## config.mk

```make
export PLATFORM = sky130hd
export DESIGN_NAME = instr_fetch_buffer
export DESIGN_NICKNAME = d
export VERILOG_FILES = /design/src/rtl/riscv_fetch_pkg.sv /design/src/rtl/sync_fifo.sv /design/src/rtl/instr_fetch_buffer.sv
export SDC_FILE = /design/constraint.sdc
export NUM_CORES = 1
export LEC_CHECK = 0
export ABC_AREA = 1
export CAP_MARGIN = 20
export CORE_UTILIZATION = 33
export CTS_BUF_LIST = sky130_fd_sc_hd__clkbuf_4 sky130_fd_sc_hd__clkbuf_8
export CTS_CLUSTER_DIAMETER = 40
export DETAILED_ROUTE_END_ITERATION = 8
export DONT_BUFFER_PORTS = 1
export GPL_TIMING_DRIVEN = 0
export PLACE_DENSITY = 0.47
export SYNTH_ARGS = -nofsm -noshare
export SYNTH_HDL_FRONTEND = slang
export SYNTH_SLANG_ARGS = --single-unit
export TNS_END_PERCENT = 10
```

## constraint.sdc

```tcl
create_clock -name clk -period 3.3 [get_ports clk]
set_input_delay 0.825 -clock clk [delete_from_list [all_inputs] [get_ports clk]]
set_output_delay 0.825 -clock clk [all_outputs]
set_load 0.1 [all_outputs]
```

## src/rtl/riscv_fetch_pkg.sv

```systemverilog
// Shared fetch-stage constants and helpers, also used by decode.
package riscv_fetch_pkg;

  localparam logic [31:0] INSTR_NOP = 32'h0000_0013;  // addi x0,x0,0

  function automatic int count_width(input int depth);
    return $clog2(depth) + 1;
  endfunction

endpackage

```

## src/rtl/sync_fifo.sv

```systemverilog
// In-order FIFO with synchronous clear; count holds 0..DEPTH inclusive.
module sync_fifo
  import riscv_fetch_pkg::*;
#(
  parameter int WIDTH = 32,
  parameter int DEPTH = 4,
  localparam int CW = count_width(DEPTH),
  localparam int AW = $clog2(DEPTH)
) (
  input  logic             clk,
  input  logic             rst,
  input  logic             clear,
  input  logic             push,
  input  logic [WIDTH-1:0] push_data,
  input  logic             pop,
  output logic [WIDTH-1:0] pop_data,
  output logic [CW-1:0]    count
);

  logic [WIDTH-1:0] mem_r [DEPTH];
  logic [AW-1:0]    wr_ptr_r;
  logic [AW-1:0]    rd_ptr_r;
  logic [CW-1:0]    count_r;
  logic             do_push_s;
  logic             do_pop_s;

  // Qualify push/pop against full/empty and expose the head entry
  always_comb begin
    do_push_s = push && (count_r != CW'(DEPTH));
    do_pop_s  = pop && (count_r != {CW{1'b0}});
    pop_data  = mem_r[rd_ptr_r];
    count     = count_r;
  end

  // Storage, pointers and occupancy; pointers wrap naturally at DEPTH
  always_ff @(posedge clk or negedge rst) begin
    if (!rst) begin
      for (int i = 0; i < DEPTH; i++) begin
        mem_r[i] <= {WIDTH{1'b0}};
      end
      wr_ptr_r <= {AW{1'b0}};
      rd_ptr_r <= {AW{1'b0}};
      count_r  <= {CW{1'b0}};
    end else if (clear) begin
      wr_ptr_r <= {AW{1'b0}};
      rd_ptr_r <= {AW{1'b0}};
      count_r  <= {CW{1'b0}};
    end else begin
      if (do_push_s) begin
        mem_r[wr_ptr_r] <= push_data;
        wr_ptr_r        <= wr_ptr_r + AW'(1'b1);
      end
      if (do_pop_s) begin
        rd_ptr_r <= rd_ptr_r + AW'(1'b1);
      end
      case ({do_push_s, do_pop_s})
        2'b10:   count_r <= count_r + CW'(1'b1);
        2'b01:   count_r <= count_r - CW'(1'b1);
        default: count_r <= count_r;
      endcase
    end
  end

endmodule

```

## src/rtl/instr_fetch_buffer.sv

```systemverilog
// Fetch buffer: issues PC reads to instruction memory under a credit limit and
// pairs in-order responses with their addresses for decode.
module instr_fetch_buffer
  import riscv_fetch_pkg::*;
#(
  parameter int PC_WIDTH   = 16,
  parameter int DATA_WIDTH = 32,
  parameter int DEPTH      = 4
) (
  input  logic                  clk,
  input  logic                  rst,
  input  logic [PC_WIDTH-1:0]   pc,
  output logic                  pc_advance,
  input  logic                  flush,
  output logic                  imem_req_valid,
  output logic [PC_WIDTH-1:0]   imem_req_addr,
  input  logic                  imem_req_ready,
  input  logic                  imem_rsp_valid,
  input  logic [DATA_WIDTH-1:0] imem_rsp_data,
  output logic                  instr_valid,
  output logic [DATA_WIDTH-1:0] instr,
  output logic [PC_WIDTH-1:0]   instr_pc,
  input  logic                  instr_ready
);

  localparam int            CW           = count_width(DEPTH);
  localparam logic [CW:0]   CREDIT_LIMIT = (CW+1)'(DEPTH);

  logic [CW-1:0]         addr_count_s;
  logic [CW-1:0]         data_count_s;
  logic [CW-1:0]         live_s;
  logic [CW-1:0]         drop_cnt_r;
  logic [CW-1:0]         drop_nxt_s;
  logic [CW:0]           credit_use_s;
  logic                  fire_s;
  logic                  pop_s;
  logic                  rsp_keep_s;
  logic [PC_WIDTH-1:0]   addr_head_s;
  logic [DATA_WIDTH-1:0] data_head_s;

  // Credits count stale responses too, so the buffer can never overflow
  always_comb begin
    live_s         = addr_count_s - data_count_s;
    credit_use_s   = {1'b0, addr_count_s} + {1'b0, drop_cnt_r};
    imem_req_valid = rst && !flush && (credit_use_s < CREDIT_LIMIT);
    imem_req_addr  = pc;
    fire_s         = imem_req_valid && imem_req_ready;
    pc_advance     = fire_s;
    instr_valid    = (data_count_s != {CW{1'b0}});
    pop_s          = instr_valid && instr_ready && !flush;
    instr          = instr_valid ? data_head_s : DATA_WIDTH'(INSTR_NOP);
    instr_pc       = instr_valid ? addr_head_s : {PC_WIDTH{1'b0}};
  end

  // Response steering: stale ones are absorbed by drop_cnt, orphan ones ignored
  always_comb begin
    drop_nxt_s = drop_cnt_r;
    rsp_keep_s = 1'b0;
    if (flush) begin
      if (imem_rsp_valid && ((drop_cnt_r != {CW{1'b0}}) || (live_s != {CW{1'b0}}))) begin
        drop_nxt_s = drop_cnt_r + live_s - CW'(1'b1);
      end else begin
        drop_nxt_s = drop_cnt_r + live_s;
      end
    end else if (imem_rsp_valid) begin
      if (drop_cnt_r != {CW{1'b0}}) begin
        drop_nxt_s = drop_cnt_r - CW'(1'b1);
      end else begin
        rsp_keep_s = (live_s != {CW{1'b0}});
      end
    end else begin
      drop_nxt_s = drop_cnt_r;
    end
  end

  // Stale-response counter
  always_ff @(posedge clk or negedge rst) begin
    if (!rst) begin
      drop_cnt_r <= {CW{1'b0}};
    end else begin
      drop_cnt_r <= drop_nxt_s;
    end
  end

  sync_fifo #(.WIDTH(PC_WIDTH), .DEPTH(DEPTH)) u_addr_fifo (
    .clk       (clk),
    .rst       (rst),
    .clear     (flush),
    .push      (fire_s),
    .push_data (pc),
    .pop       (pop_s),
    .pop_data  (addr_head_s),
    .count     (addr_count_s)
  );

  sync_fifo #(.WIDTH(DATA_WIDTH), .DEPTH(DEPTH)) u_data_fifo (
    .clk       (clk),
    .rst       (rst),
    .clear     (flush),
    .push      (rsp_keep_s),
    .push_data (imem_rsp_data),
    .pop       (pop_s),
    .pop_data  (data_head_s),
    .count     (data_count_s)
  );

endmodule

```

---- Word-level counts from Yosys, hierarchy flattened ----
Index checks and enable logic that the tools add are counted.
operators by class
  add/sub/neg operators ................... 13
  $mul .................................... 0
  divide/modulo/power cells ............... 0
  magnitude comparators ................... 7
  equal/unequal tests ..................... 6
  shifts and indexed selects .............. 0
  mux-type cells .......................... 33
  bitwise logic cells ..................... 5
  reduce and logical (&&, ||, !) cells .... 29
operator list
  operator             number
  $bwmux 128           1
  $mux 32              4
  $bmux 32 s2          1
  $bwmux 64            1
  $demux 32 s2         1
  $mux 16              4
  $bmux 16 s2          1
  $demux 16 s2         1
  $mux 3               6
  $reduce_bool 3->1    6
  $mux 2               8
  $ge 3x3->1 const B   4
  $logic_and 1x1->1    12
  $not 2->3            4
  $pmux 3 s2           2
  $reduce_bool 2->1    6
  $sub 3x1->3 const B  4
  $add 2x1->2 const B  4
  $add 3x1->3 const B  2
  $lt 3x1->1 const B   2
  $ne 3x3->1 const B   2
  $reduce_and 2->1     3
  $add 3x3->4          1
  $eq 2x1->1 const B   2
  other kinds (8)      11
storage, ports and cells
  bits in registers ....................... 209
  bits in latches ......................... 0
  memory bits (writable) .................. 0
  bits in read-only memories .............. 0
  input bits .............................. 54
  output and inout bits ................... 67
  memories ................................ 0

---- Logic depth before layout (Yosys ltp) ----
  depth after elaboration ................. 9
  depth in mapped cells ................... 14
  mapped depth without buffers ............ 14

---- Cells and area by module ----
A second synthesis with hierarchy kept.
unflattened totals
  cell total of the unflattened synthesis .. 1251
  area total of the unflattened synthesis .. 10552.6 sq um
by module, submodules not included
  module                   instances  cells each  area an instance (sq um)
  sync_fifo (u_data_fifo)  1          684         6182.2
  sync_fifo (u_addr_fifo)  1          371         3345.7
  instr_fetch_buffer       1          196         1024.7

---- Worst setup path after synthesis ----
No wires, ideal clock.
  kind .................................... reg-to-output
  start point ............................. register u_data_fifo.rd_ptr_r[0]
  end point ............................... output port instr[4]
  data arrival time ....................... 4460 ps
  required time ........................... 2475 ps
  slack ................................... -1985 ps
  stages on the path, launching flop included .. 6
  path buffers ............................ 2
  path through ............................ dfrtp_1 -> inv_1 -> clkbuf_1 -> clkbuf_1 -> nor2_1 -> o311ai_0
on the way
  word-level cells in the longest chain between the ends .. 5
ends and longest elaborated chain
  what                                        line                      text
  start: declaration                          sync_fifo.sv:22           logic [AW-1:0] rd_ptr_r;
  start signal: assignment                    sync_fifo.sv:42           rd_ptr_r <= {AW{1'b0}};
  start signal: assignment                    sync_fifo.sv:46           rd_ptr_r <= {AW{1'b0}};
  start signal: assignment                    sync_fifo.sv:54           rd_ptr_r <= rd_ptr_r + AW'(1'b1);
  $not 2->3 (implied by the code)             sync_fifo.sv:31           pop_data = mem_r[rd_ptr_r];
  $bmux 32 s2                                 sync_fifo.sv:31
  $mux 32 (implied by the code) (2 in a row)  sync_fifo.sv:31
  $mux 32                                     instr_fetch_buffer.sv:51  instr = instr_valid ? data_head_s : DATA_WIDTH'(INSTR_NOP);
  end: declaration                            instr_fetch_buffer.sv:21  output logic [DATA_WIDTH-1:0] instr,
No other way between the ends. The select of a mux whose other input is x is not followed.

---- Worst setup path after layout ----
Ends and elaborated chain as after synthesis.

==> metrics.txt <==
status=finished, violations left; failing checks=negative hold slack; # DRC=0; H-tree Lvls=2; Setup violations, final=0; DRT antenna net count=0; RR Endpoint=u_addr_fifo.count[2]; slowest cell delay on critical path=0.93 ns; TritonCTS clock tree=yes; CP Capture Type=output pin; Finished Cell Area=12,900 sq um; via count=8,877; Seq cells post-synth=209; clk sink count=209; start point of the critical path=u_data_fifo.rd_ptr_r[0]; Die ar.=31,500 sq um; Synth cell types=31; share of layout cells above drive strength 1=19.0%; RePlAce Congestion=0.781; met1 WL=14,900 microns; Slowest-stage cell, CP=o311ai_4; worst hold-check path type=in -> async; met3 WL=1600 microns; IO Port Bufs=0; FMAX=310 MHz; Rows=63; worst setup path end=instr[4]; Power per Cell Area=573 nW/um^2; Initial Utilization=34.0%; Hold WS=-0.0343 ns; Leakage=5.94 nW; YS warnings=0; Max Cap Viol=0; gr ovfl total=0; Core Area=30,000 sq um; Synth Flop Type=dfrtp_1; area delta synth->final=27.1%; number of global-route vias before repair=8,966; Reg2Reg Setup Slack=0.28 ns; worst r2r src=u_data_fifo.count[1]; final worst path period share=97.8%; Critical Path RT=2.47 ns; sequential share of the synthesized area=51.4%; max_slew headroom=20.3%; Synth Net Count=1,333; antenna cells=0; clock slew at reported path FFs=0.06 ns; number of synthesized flops with an enable pin=0; Max IR drop VDD=266 uV; Post-Place Cell Area=11,800 sq um; fin. max-slew vios=0; hpwl dp=20,400 microns; cells after synthesis=1,260; Clock Path Buffers=3; WL met2=13,800 microns; root buffer cell=clkbuf_8; r2r worst-path depth=13; syn_area_per_cell=8.08 sq um; initial antenna violation count=0; Layout Skew=0.0410 ns; Top Metal Used=met4; DR pass1 iterations=5; drt initial violations=516; Total Routing Usage GR=20.3%; Die W=178 microns; vias per cell=5.02; worst path arrival time=2.40 ns; Synth async-reset ratio=100%; latest clock arrival within the worst-skew pair=0.57 ns; Detailed Route WL=31,000 microns; Netlist Area Pre-Place=10,200 sq um; Top Ports=121; RSZ-0062 raised after global routing=true; Cells after DPL=1,691; Final Hold Vio Count=24; nets=1,423; wire per inst=17.5 microns; first-pass GRT wire length=49,800 microns; largest net degree at the start of global routing=211; final cell count without fillers=1,770; Num CTS Buffers=46; chip height=178 microns; kind of critical path=reg -> out; Final Critical Period=3.23 ns; critical path launch point type=register; CP cell instances=inv_1, clkbuf_8, clkbuf_16, nor2_1, o311ai_4; actual slew at the worst max-slew pin=1.19 ns; CP max FO=10
[logic make-up after synthesis]
kind of cell	Yosys count	synth area share, %
AOI/OAI and AO/OA	384	19.0
xor gates and xnor gates	4	0.344
adders and majority gates	19	2.63
buffers and inverters	193	8.50
DFF	209	51.4
and+or+nand+nor	451	18.1
[synthesized netlist by cell type, types with 2 or more instances]
cell type  count  share of area [%]
o311ai_0       3               0.26
clkbuf_1      43                1.6
nand2_2        5               0.31
fa_1           4               0.79
dfrtp_1      209                 51
o21ai_0      260                 13
buf_4         16                1.2
ha_1          15                1.8
nand3_1       20               0.98
a21oi_1       85                4.2
nor2_4         2               0.22
buf_1          2              0.074
inv_1         97                3.6
o21ai_1       36                1.8
nor2_8         2               0.39
nand2_4        2               0.22
inv_2          3               0.11
xor2_1         3               0.26
buf_6          6               0.66
nand2_1      270                 10
buf_2         24                1.2
nor2_1       142                5.2
nand3b_1       3               0.22
[cell usage in the layout, fill, tap and decap left out, drive strengths merged, types with 6 or more instances in the layout]
| cell type | count |
|---|---|
| inv | 102 |
| ha | 15 |
| nand3 | 21 |
| o21ai | 296 |
| nor2 | 146 |
| nand2 | 277 |
| clkinv | 6 |
| a21oi | 85 |
| clkbuf | 104 |
| buf | 97 |
| dfrtp | 209 |
[stage by stage]
step	util, %	worst slack, ns	setup TNS (ns)	hold slack [ns]	power (mW)
after floorplan	-	-0.335	-14.17	0.441	4.05
after global placement	35.7	-1.11	-44.81	0.453	4.27
after detailed placement	39.3	-0.706	-21.22	0.461	4.38
after CTS	43.1	-0.00567	-0.00567	-0.0737	7.50
after global routing	43.2	-0.0601	-0.199	-0.0673	7.86
final	43.2	0.0717	0	-0.0343	7.41
[flip-flops by register name, indices dropped and copies added (netlist names)]
| name | count |
|---|---|
| drop_cnt_r | 3 |
| u_addr_fifo.count | 3 |
| u_addr_fifo.mem_r | 64 |
| u_addr_fifo.rd_ptr_r | 2 |
| u_addr_fifo.wr_ptr_r | 2 |
| u_data_fifo.count | 3 |
| u_data_fifo.mem_r | 128 |
| u_data_fifo.rd_ptr_r | 2 |
| u_data_fifo.wr_ptr_r | 2 |
[routing by layer]
metal	vias to the layer above	global-route usage, %
li1	4256	-
met1	4343	29.2
met4	0	6.02
met2	232	31.1
met5	-	0
met3	46	3.34
[worst max-delay path: cells and delay by family (launching register included)]
family                 cells  cell delay (ns)
AO/OA/AOI/OAI              1             0.93
buffers and inverters      3             0.46
flip-flops                 1             0.37
AND/OR/NAND/NOR            1             0.06
[how the worst min path moves through the flow]
stage | end | slack, ns | cells after the start
detailed placement | u_addr_fifo.mem_r[5] | 0.46 | 2
CTS | u_addr_fifo.mem_r[11] | -0.07 | 0
finish | u_addr_fifo.mem_r[23] | -0.03 | 0
floorplan | u_addr_fifo.mem_r[5] | 0.44 | 2
global placement | u_addr_fifo.mem_r[54] | 0.45 | 2
global route | u_addr_fifo.mem_r[25] | -0.07 | 0
[final cells by class]
| cell class | count | area, sq um |
|---|---|---|
| inverter | 102 | 395 |
| fill | 3069 | 17000 |
| clock inverter | 10 | 111 |
| sequential | 209 | 5240 |
| timing repair buffer | 44 | 910 |
| clock buffer | 68 | 873 |
| buffer | 89 | 566 |
| multi-input combinational | 858 | 4360 |
| tap | 390 | 488 |
[what timing repair did]
item                       4_1_cts  5_1_grt
pin swaps                        6        4
resized for setup               44       21
buffers inserted                 3        0
hold endpoints to repair       209      149
setup endpoints to repair       49       29
[power breakdown]
| part | switching (mW) | internal (mW) |
|---|---|---|
| Clock | 1.22 | 1.84 |
| Sequential | 0.192 | 2.98 |
| Combinational | 0.777 | 0.406 |
| Total | 2.18 | 5.22 |
(Power assumes the default switching activity.)
